`config.mk`:
```
export PLATFORM = sky130hd
export DESIGN_NAME = pcie_mrd_splitter_flat
export DESIGN_NICKNAME = d
export VERILOG_FILES = /design/src/rtl/pcie_mrd_splitter_pkg.sv /design/src/rtl/pcie_mrd_splitter_if.sv /design/src/rtl/pcie_tag_alloc.sv /design/src/rtl/pcie_mrd_splitter.sv /design/src/flat_wrapper.sv
export SDC_FILE = /design/constraint.sdc
export NUM_CORES = 1
export LEC_CHECK = 0
export BUFFER_PORTS_ARGS = -buffer_cell sky130_fd_sc_hd__buf_4
export CELL_PAD_IN_SITES_DETAIL_PLACEMENT = 0
export CELL_PAD_IN_SITES_GLOBAL_PLACEMENT = 1
export CORE_AREA = 2 2 173 175
export CTS_BUF_LIST = sky130_fd_sc_hd__clkbuf_8
export DETAILED_ROUTE_END_ITERATION = 8
export DIE_AREA = 0 0 175 177
export HOLD_SLACK_MARGIN = 0.02
export PLACE_DENSITY_LB_ADDON = 0.1
export REMOVE_ABC_BUFFERS = 1
export SETUP_SLACK_MARGIN = 0.02
export SYNTH_ARGS = -nofsm -noshare
export SYNTH_HDL_FRONTEND = slang
export SYNTH_HIERARCHICAL = 1
export SYNTH_SLANG_ARGS = --single-unit
```
`constraint.sdc`:
```
create_clock -name clk -period 13.1 [get_ports clk]
set_input_delay 1.31 -clock clk [delete_from_list [all_inputs] [get_ports clk]]
set_output_delay 1.31 -clock clk [all_outputs]
set_load 0.01 [all_outputs]
```
`src/rtl/pcie_mrd_splitter_pkg.sv`:
```
// Shared types and constants for the MRd request splitter: read-request size limits,
// the 4KB boundary, FSM state encoding and the request descriptor struct.
package pcie_mrd_splitter_pkg;

   localparam int MAX_READ_REQ_SIZE = 512;
   localparam int PCIE_4KB_BOUNDARY = 4096;

   typedef enum logic {
      ST_IDLE  = 1'b0,
      ST_SPLIT = 1'b1
   } split_state_e;

   // Descriptor body; the tag is carried separately because its width is a module parameter.
   typedef struct packed {
      logic [63:0] addr;
      logic [9:0]  len_dw;
      logic        fmt4dw;
      logic [3:0]  first_be;
      logic [3:0]  last_be;
   } mrd_req_t;

   // Bytes in the next request: min(remaining, MRRS, distance to the next 4KB boundary).
   // addr_lo must be DW aligned and rem_clamp already limited to 4096.
   function automatic logic [12:0] calc_chunk(input logic [11:0] addr_lo,
                                              input logic [12:0] rem_clamp);
      logic [12:0] to_boundary;
      logic [12:0] chunk;
      to_boundary = 13'(PCIE_4KB_BOUNDARY) - {1'b0, addr_lo};
      chunk       = 13'(MAX_READ_REQ_SIZE);
      if (to_boundary < chunk) chunk = to_boundary;
      if (rem_clamp < chunk)   chunk = rem_clamp;
      return chunk;
   endfunction

endpackage

```
`src/rtl/pcie_mrd_splitter_if.sv`:
```
// Command and request-descriptor bus of the MRd splitter. The slave modport is the
// splitter's view; the master modport is the DMA engine / header builder side.
interface pcie_mrd_splitter_if #(
   parameter int LEN_W = 20,
   parameter int TAG_W = 8
);
   logic             cmd_valid_i;
   logic             cmd_ready_o;
   logic [63:0]      cmd_addr_i;
   logic [LEN_W-1:0] cmd_len_i;

   logic             mrd_valid_o;
   logic             mrd_ready_i;
   logic [63:0]      mrd_addr_o;
   logic [9:0]       mrd_len_dw_o;
   logic             mrd_4dw_o;
   logic [3:0]       mrd_first_be_o;
   logic [3:0]       mrd_last_be_o;
   logic [TAG_W-1:0] mrd_tag_o;
   logic             mrd_last_o;

   logic             tag_release_i;

   modport slave (
      input  cmd_valid_i, cmd_addr_i, cmd_len_i, mrd_ready_i, tag_release_i,
      output cmd_ready_o, mrd_valid_o, mrd_addr_o, mrd_len_dw_o, mrd_4dw_o,
             mrd_first_be_o, mrd_last_be_o, mrd_tag_o, mrd_last_o
   );

   modport master (
      output cmd_valid_i, cmd_addr_i, cmd_len_i, mrd_ready_i, tag_release_i,
      input  cmd_ready_o, mrd_valid_o, mrd_addr_o, mrd_len_dw_o, mrd_4dw_o,
             mrd_first_be_o, mrd_last_be_o, mrd_tag_o, mrd_last_o
   );

endinterface

```
`src/rtl/pcie_tag_alloc.sv`:
```
// Tag counter for MRd requests plus an optional outstanding-request limiter, enabled by
// defining PCIE_MRD_TAG_LIMIT_EN; without it the release input is ignored and full_o is 0.
module pcie_tag_alloc #(
   parameter int TAG_W    = 8,
   parameter int NUM_TAGS = 32
) (
   input  logic             clk,
   input  logic             rst,
   input  logic             req_fire_i,
   input  logic             release_i,
   output logic [TAG_W-1:0] tag_o,
   output logic             full_o
);

   logic [TAG_W-1:0] tag_q, tag_d;

   always_comb begin
      tag_d = tag_q;
      if (req_fire_i) tag_d = tag_q + 1'b1;
   end

   always_ff @(posedge clk) begin
      if (rst) tag_q <= '0;
      else     tag_q <= tag_d;
   end

   assign tag_o = tag_q;

`ifdef PCIE_MRD_TAG_LIMIT_EN
   localparam int CNT_W = $clog2(NUM_TAGS + 1);

   logic [CNT_W-1:0] cnt_q, cnt_d;
   logic             rel_ok;

   // A release against an empty count is dropped, so it cannot cancel a same-cycle request.
   always_comb begin
      rel_ok = release_i && (cnt_q != '0);
      cnt_d  = cnt_q;
      if (req_fire_i && !rel_ok)      cnt_d = cnt_q + 1'b1;
      else if (!req_fire_i && rel_ok) cnt_d = cnt_q - 1'b1;
   end

   always_ff @(posedge clk) begin
      if (rst) cnt_q <= '0;
      else     cnt_q <= cnt_d;
   end

   assign full_o = (cnt_q == CNT_W'(NUM_TAGS));
`else
   logic unused_release;
   assign unused_release = release_i;
   assign full_o         = 1'b0;
`endif

endmodule

```
`src/rtl/pcie_mrd_splitter.sv`:
```
// Splits DMA read commands into MRd descriptors of at most 512B that never cross a 4KB
// boundary. Optional outstanding-tag limit via PCIE_MRD_TAG_LIMIT_EN (see pcie_tag_alloc).
module pcie_mrd_splitter
   import pcie_mrd_splitter_pkg::*;
#(
   parameter int LEN_W    = 20,
   parameter int TAG_W    = 8,
   parameter int NUM_TAGS = 32
) (
   input logic                 clk,
   input logic                 rst,
   pcie_mrd_splitter_if.slave  bus
);

   split_state_e     state_q, state_d;
   logic             cmd_ready_q, cmd_ready_d;
   logic             valid_q, valid_d;
   mrd_req_t         req_q, req_d;
   logic             last_q, last_d;
   // Address and byte count of whatever follows the descriptor currently presented.
   logic [63:0]      addr_q, addr_d;
   logic [LEN_W-1:0] rem_q, rem_d;

   logic             cmd_fire;
   logic             mrd_fire;
   logic             mrd_valid;
   logic             tag_full;
   logic [TAG_W-1:0] tag_cur;

   logic [63:0]      src_addr;
   logic [LEN_W-1:0] src_rem;
   logic [12:0]      rem_clamp;
   logic [12:0]      chunk;
   logic [63:0]      nxt_addr;
   logic [LEN_W-1:0] nxt_rem;
   mrd_req_t         nxt_req;

   logic             unused_lsbs;
   assign unused_lsbs = ^{bus.cmd_addr_i[1:0], bus.cmd_len_i[1:0]};

   assign mrd_valid = valid_q & ~tag_full;
   assign cmd_fire  = bus.cmd_valid_i & cmd_ready_q;
   assign mrd_fire  = mrd_valid & bus.mrd_ready_i;

   pcie_tag_alloc #(
      .TAG_W    (TAG_W),
      .NUM_TAGS (NUM_TAGS)
   ) u_tag_alloc (
      .clk        (clk),
      .rst        (rst),
      .req_fire_i (mrd_fire),
      .release_i  (bus.tag_release_i),
      .tag_o      (tag_cur),
      .full_o     (tag_full)
   );

   // The first chunk comes straight from the command; later ones from the running state.
   always_comb begin
      if (state_q == ST_IDLE) begin
         src_addr = {bus.cmd_addr_i[63:2], 2'b00};
         src_rem  = {bus.cmd_len_i[LEN_W-1:2], 2'b00};
      end else begin
         src_addr = addr_q;
         src_rem  = rem_q;
      end

      if (src_rem >= LEN_W'(PCIE_4KB_BOUNDARY)) rem_clamp = 13'(PCIE_4KB_BOUNDARY);
      else                                      rem_clamp = src_rem[12:0];

      chunk    = calc_chunk(src_addr[11:0], rem_clamp);
      nxt_addr = src_addr + 64'(chunk);
      nxt_rem  = src_rem - LEN_W'(chunk);

      nxt_req.addr     = src_addr;
      nxt_req.len_dw   = 10'(chunk[12:2]);
      nxt_req.fmt4dw   = |src_addr[63:32];
      nxt_req.first_be = 4'hF;
      nxt_req.last_be  = (chunk == 13'd4) ? 4'h0 : 4'hF;
   end

   always_comb begin
      state_d     = state_q;
      cmd_ready_d = cmd_ready_q;
      valid_d     = valid_q;
      req_d       = req_q;
      last_d      = last_q;
      addr_d      = addr_q;
      rem_d       = rem_q;

      case (state_q)
         ST_IDLE: begin
            // Zero-length commands are consumed here without leaving IDLE.
            if (cmd_fire && (src_rem != '0)) begin
               state_d     = ST_SPLIT;
               cmd_ready_d = 1'b0;
               valid_d     = 1'b1;
               req_d       = nxt_req;
               last_d      = (nxt_rem == '0);
               addr_d      = nxt_addr;
               rem_d       = nxt_rem;
            end
         end
         ST_SPLIT: begin
            if (mrd_fire) begin
               if (last_q) begin
                  state_d     = ST_IDLE;
                  cmd_ready_d = 1'b1;
                  valid_d     = 1'b0;
                  req_d       = '0;
                  last_d      = 1'b0;
                  addr_d      = '0;
                  rem_d       = '0;
               end else begin
                  req_d  = nxt_req;
                  last_d = (nxt_rem == '0);
                  addr_d = nxt_addr;
                  rem_d  = nxt_rem;
               end
            end
         end
         default: begin
            state_d     = ST_IDLE;
            cmd_ready_d = 1'b1;
            valid_d     = 1'b0;
         end
      endcase
   end

   always_ff @(posedge clk) begin
      if (rst) begin
         state_q     <= ST_IDLE;
         cmd_ready_q <= 1'b1;
         valid_q     <= 1'b0;
         req_q       <= '0;
         last_q      <= 1'b0;
         addr_q      <= '0;
         rem_q       <= '0;
      end else begin
         state_q     <= state_d;
         cmd_ready_q <= cmd_ready_d;
         valid_q     <= valid_d;
         req_q       <= req_d;
         last_q      <= last_d;
         addr_q      <= addr_d;
         rem_q       <= rem_d;
      end
   end

   assign bus.cmd_ready_o    = cmd_ready_q;
   assign bus.mrd_valid_o    = mrd_valid;
   assign bus.mrd_addr_o     = req_q.addr;
   assign bus.mrd_len_dw_o   = req_q.len_dw;
   assign bus.mrd_4dw_o      = req_q.fmt4dw;
   assign bus.mrd_first_be_o = req_q.first_be;
   assign bus.mrd_last_be_o  = req_q.last_be;
   assign bus.mrd_tag_o      = tag_cur;
   assign bus.mrd_last_o     = last_q;

endmodule

```
`src/flat_wrapper.sv`:
```
// flat-port wrapper written by rule: the top's interface ports become plain ports
module pcie_mrd_splitter_flat import pcie_mrd_splitter_pkg::*;
#(
   parameter int LEN_W    = 20,
   parameter int TAG_W    = 8,
   parameter int NUM_TAGS = 32
)
  (clk, rst, bus_cmd_valid_i, bus_cmd_addr_i, bus_cmd_len_i, bus_mrd_ready_i, bus_tag_release_i, bus_cmd_ready_o, bus_mrd_valid_o, bus_mrd_addr_o, bus_mrd_len_dw_o, bus_mrd_4dw_o, bus_mrd_first_be_o, bus_mrd_last_be_o, bus_mrd_tag_o, bus_mrd_last_o);
  pcie_mrd_splitter_if #(.LEN_W(LEN_W), .TAG_W(TAG_W)) bus_i ();
  input logic clk;
  input logic rst;
  input wire logic [$bits(bus_i.cmd_valid_i)-1:0] bus_cmd_valid_i;
  input wire logic [$bits(bus_i.cmd_addr_i)-1:0] bus_cmd_addr_i;
  input wire logic [$bits(bus_i.cmd_len_i)-1:0] bus_cmd_len_i;
  input wire logic [$bits(bus_i.mrd_ready_i)-1:0] bus_mrd_ready_i;
  input wire logic [$bits(bus_i.tag_release_i)-1:0] bus_tag_release_i;
  output wire logic [$bits(bus_i.cmd_ready_o)-1:0] bus_cmd_ready_o;
  output wire logic [$bits(bus_i.mrd_valid_o)-1:0] bus_mrd_valid_o;
  output wire logic [$bits(bus_i.mrd_addr_o)-1:0] bus_mrd_addr_o;
  output wire logic [$bits(bus_i.mrd_len_dw_o)-1:0] bus_mrd_len_dw_o;
  output wire logic [$bits(bus_i.mrd_4dw_o)-1:0] bus_mrd_4dw_o;
  output wire logic [$bits(bus_i.mrd_first_be_o)-1:0] bus_mrd_first_be_o;
  output wire logic [$bits(bus_i.mrd_last_be_o)-1:0] bus_mrd_last_be_o;
  output wire logic [$bits(bus_i.mrd_tag_o)-1:0] bus_mrd_tag_o;
  output wire logic [$bits(bus_i.mrd_last_o)-1:0] bus_mrd_last_o;
  assign bus_i.cmd_valid_i = bus_cmd_valid_i;
  assign bus_i.cmd_addr_i = bus_cmd_addr_i;
  assign bus_i.cmd_len_i = bus_cmd_len_i;
  assign bus_i.mrd_ready_i = bus_mrd_ready_i;
  assign bus_i.tag_release_i = bus_tag_release_i;
  assign bus_cmd_ready_o = bus_i.cmd_ready_o;
  assign bus_mrd_valid_o = bus_i.mrd_valid_o;
  assign bus_mrd_addr_o = bus_i.mrd_addr_o;
  assign bus_mrd_len_dw_o = bus_i.mrd_len_dw_o;
  assign bus_mrd_4dw_o = bus_i.mrd_4dw_o;
  assign bus_mrd_first_be_o = bus_i.mrd_first_be_o;
  assign bus_mrd_last_be_o = bus_i.mrd_last_be_o;
  assign bus_mrd_tag_o = bus_i.mrd_tag_o;
  assign bus_mrd_last_o = bus_i.mrd_last_o;
  pcie_mrd_splitter #(.LEN_W(LEN_W), .TAG_W(TAG_W), .NUM_TAGS(NUM_TAGS)) u_core (.clk(clk), .rst(rst), .bus(bus_i));
endmodule
```
==> results.toml <==
[sta]
setup_tns_ns = 0
layout_worst_path_cycle_share_pct = 76.09
hold_viol_final = 0
final.setup.worst_slack_ns = 3.132
final_period_minus_worst_setup_slack_ns = 9.968
grt_setup_unrepaired = "no"
slew_violations = 0
finalSetupViolations = 0
final.setup_skew_ns = 0.02119
timing.slew.headroom_pct = 23.35
max_clock_freq_mhz = 100.3
worst-slew-pin-transition_ns = 1.146

[final_layout]
number_of_inserted_filler_cells_in_the_final_layout = 2967
post-route-util_pct = 49.46
final_layout_net_count = 1839
diodes = 0
share_of_layout_cells_above_drive_strength_1_pct = 17.28
fin_area_mm2 = 0.01447
layout-area-overhead-vs-synth_pct = 14.87

[hold_path]
class_of_the_worst_hold_path = "reg2reg"

[pwr]
power_density_mw_per_mm2 = 107.0
max-vdd-ir-drop_v = 0.00006185
p_sw_mw = 0.6036
switching_share_pct = 38.99
power_mw = 1.548
combPwrFrac_pct = 33.6
power_report.internal_total_mw = 0.9445
leakagePower_nw = 5.421
clkPwrFrac_pct = 26.0
seq_power_share_pct = 40.4

[clock_network]
clk_root_buffer_cell = "sky130_fd_sc_hd__clkbuf_8"
worst_skew_pair.late_latency_ns = 0.48
clock_sink_count = 173
post-cts-setup-buffer-count = 0
clock_tree.buffer_depth = 2
cts_htree_levels = 4
cts_tree = "built"
cts_repair_resize_count = 0
ctsHoldBuffers = 0
clk_pin_slew_worst_paths_ns = 0.11
cts-buffers-inserted = 17

[synthesis]
syn-mean-instance-area_um2 = 7.778
synth_top_area_cell = "sky130_fd_sc_hd__dfxtp_1"
post_synthesis_compound_gate_area_fraction_pct = 28.68
postSynth.topFlopCell = "sky130_fd_sc_hd__dfxtp_1"
synth_mux_area_share_pct = 3.984
synthesis.instances = 1619
area_fraction_in_and_or_nand_and_nor_cells_after_synthesis_pct = 25.30
async_sr_flop_fraction_pct = 0
ff_latch_count_synth = 173
synth_top_family_by_area = "compound AO/OA/AOI/OAI gates"
synthesis.area_mm2 = 0.01259
synth_top_cells_by_area = "sky130_fd_sc_hd__dfxtp_1, sky130_fd_sc_hd__nor2_1, sky130_fd_sc_hd__xnor2_1"
synth_xor_area_share_pct = 6.051
post_synth_fa_ha_maj_area_fraction_pct = 3.041
count_of_flip_flops_with_a_built_in_enable_after_synthesis = 0
yosysTopAreaCellShare_pct = 27.50
yosys_warnings = 6
synthDistinctLibCells = 104
synth_seq_area_share_pct = 27.50

[setup_path]
crit_path_max_incr_delay_ns = 0.78
cp_top_family = "simple AND/OR/NAND/NOR gates"
setup.worst_path.class = "reg2reg"
critical_path_arrival_ns = 10.35
cp_data_required_time_ns = 13.48
cell_with_the_largest_stage_delay_on_the_worst_path = "sky130_fd_sc_hd__dfxtp_4"
critPathCaptureType = "flip-flop"
crit_buf_inv = 4
cp-start-kind = "flip-flop"
crit_path_max_fanout = 50
critical_path.most_common_cell = "sky130_fd_sc_hd__nand2_1"

[route]
number_of_drc_markers_in_iteration_0 = 1068
via_count = 13020
detail_route.vias_per_cell = 6.122
drt_drc_violations_left = 0
detail_route.first_pass.iterations = 5
detail_route.wl_per_cell_um = 21.02
drt-total-wl_um = 44680
antenna_nets_post_route = 0

[global_route]
globalRouteTotalUtil_pct = 28.38
grt.met1_usage_pct = 43.36
vias_in_the_first_global_route = 11860
grt_antenna_before_repair = 1
global_route.usage.met2_pct = 42.47
grt_max_degree = 76
grt_first_pass_wirelength_um = 69520
grt_busiest_layer = "met1"
gr-usage-met3_pct = 3.780
grt_remaining_overflow = 0

[floorplanning]
floorplan.die_area_mm2 = 0.03098
io_pins = 183
die-height_um = 177
rows = 63
floorplan.initialDensity_pct = 43.06
core_area_mm2 = 0.02924
die_width_um = 175

[placement]
port_buffers = 177
globalplace.congestion = 0.9337
place.detailed.hpwl_um = 31670
post_dp_cell_area_mm2 = 0.01407
worst_slack_at_placement_ns = 2.836

[job]
drv_cap = 0

[status]
run_status = "finished, final reports clean"
-- worst register-to-register path: cells and delay by family (launching register included) --
family | cells | cell delay (ns)
AOI/OAI and AO/OA | 10 | 2.38
DFF | 1 | 0.78
and+or+nand+nor | 13 | 4.82
buffers and inverters | 4 | 1.08
adders and majority gates | 2 | 0.82
-- power by group through the flow --
| stage | Sequential (mW) | Combinational (mW) | Clock (mW) |
|---|---|---|---|
| after floorplan | 0.645 | 0.318 | 0 |
| after global placement | 0.635 | 0.508 | 0 |
| after detailed placement | 0.636 | 0.511 | 0 |
| after CTS | 0.624 | 0.514 | 0.413 |
| after global routing | 0.633 | 0.567 | 0.433 |
| final | 0.625 | 0.520 | 0.402 |
-- metrics by stage --
step / cells / hold WS, ns
after floorplan: 1505 / 0.4257
after detailed placement: 2094 / 0.4461
after global placement: 2094 / 0.4425
after global routing: 2126 / 0.4952
final: 2126 / 0.4613
after CTS: 2126 / 0.4613
-- registers in the layout, indices dropped and copies added, names as in the netlist --
signal                     count
u_core/addr_q                 64
u_core/bus.cmd_ready_o         1
u_core/bus.mrd_4dw_o           1
u_core/bus.mrd_addr_o         64
u_core/bus.mrd_first_be_o      1
u_core/bus.mrd_last_be_o       1
u_core/bus.mrd_last_o          1
u_core/bus.mrd_len_dw_o       10
u_core/rem_q                  20
u_core/state_q                 1
u_core/u_tag_alloc/tag_o       8
u_core/valid_q                 1
-- cells in the mapped netlist, drive strengths merged, types with 10 or more instances --
cell    count
a32oi      14
dfxtp     173
nand2b     13
and2       13
o22ai      11
xor2       28
a22oi      47
xnor2      59
nor2b      39
a311oi     15
clkbuf     70
a21o       20
a221oi     23
nor3       92
o21ai      82
a31oi      19
or4        11
a21oi      92
nand4      27
nor2      199
nand3      49
mux2i      31
mux2       17
or3        16
a211oi     43
buf        46
inv        33
ha         25
nor4       20
nand2     118
o211ai     25
a22o       14
a32o       10
-- logic make-up (layout without fill, tap and decap cells) --
family | count (synthesis) | after routing
flip-flops | 173 | 173
adder cells (fa/ha/maj) | 30 | 30
XOR/XNOR | 87 | 87
AO/OA/AOI/OAI | 492 | 492
AND/OR/NAND/NOR | 636 | 636
other | 3 | 5
buffers and inverters | 150 | 265
multiplexers | 48 | 48
-- metal layers --
layer  vias up  share of wire (%)
met2       503                 43
met4         0                1.0
met5         -                  0
met3        35                7.3
li1       6273                  -
met1      6204                 49
-- final cells by class --
class                           instances  area, µm²  area share [%]
Clock inverter                         13      130.1          0.8996
Inverter                               34      127.6          0.8823
Multi-Input combinational cell       1298       8497           58.74
Tap cell                              390      488.0           3.373
Clock buffer                           19      261.5           1.808
Sequential cell                       173       3467           23.97
Timing Repair Buffer                  199       1494           10.33
-- worst paths after layout --
| kind | startpoint | to | slack, ns | cells past startpoint |
|---|---|---|---|---|
| worst max-delay path | u_core/state_q | u_core/addr_q[54] | 3.13 | 29 |
| worst min-delay path | u_core/valid_q | u_core/valid_q | 0.46 | 2 |
| worst max register to register | u_core/state_q | u_core/addr_q[54] | 3.13 | 29 |
| worst min register to register | u_core/valid_q | u_core/valid_q | 0.46 | 2 |
-- cell usage in the layout, fill, tap and decap left out, types with 23 or more instances in the layout --
master,synthesis,layout
sky130_fd_sc_hd__nor2b_1,39,39
sky130_fd_sc_hd__a22oi_1,46,46
sky130_fd_sc_hd__mux2i_1,31,31
sky130_fd_sc_hd__nand3_1,48,48
sky130_fd_sc_hd__ha_1,25,25
sky130_fd_sc_hd__o211ai_1,23,23
sky130_fd_sc_hd__inv_1,30,31
sky130_fd_sc_hd__xnor2_1,59,59
sky130_fd_sc_hd__a211oi_1,42,42
sky130_fd_sc_hd__nor2_1,198,196
sky130_fd_sc_hd__a221oi_1,23,23
sky130_fd_sc_hd__nor3_1,92,92
sky130_fd_sc_hd__o21ai_0,72,72
sky130_fd_sc_hd__dfxtp_1,173,172
sky130_fd_sc_hd__xor2_1,28,28
sky130_fd_sc_hd__buf_4,15,199
sky130_fd_sc_hd__nand4_1,26,26
sky130_fd_sc_hd__a21oi_1,90,88
sky130_fd_sc_hd__nand2_1,117,116
Power figures use the tool's default switching activity.
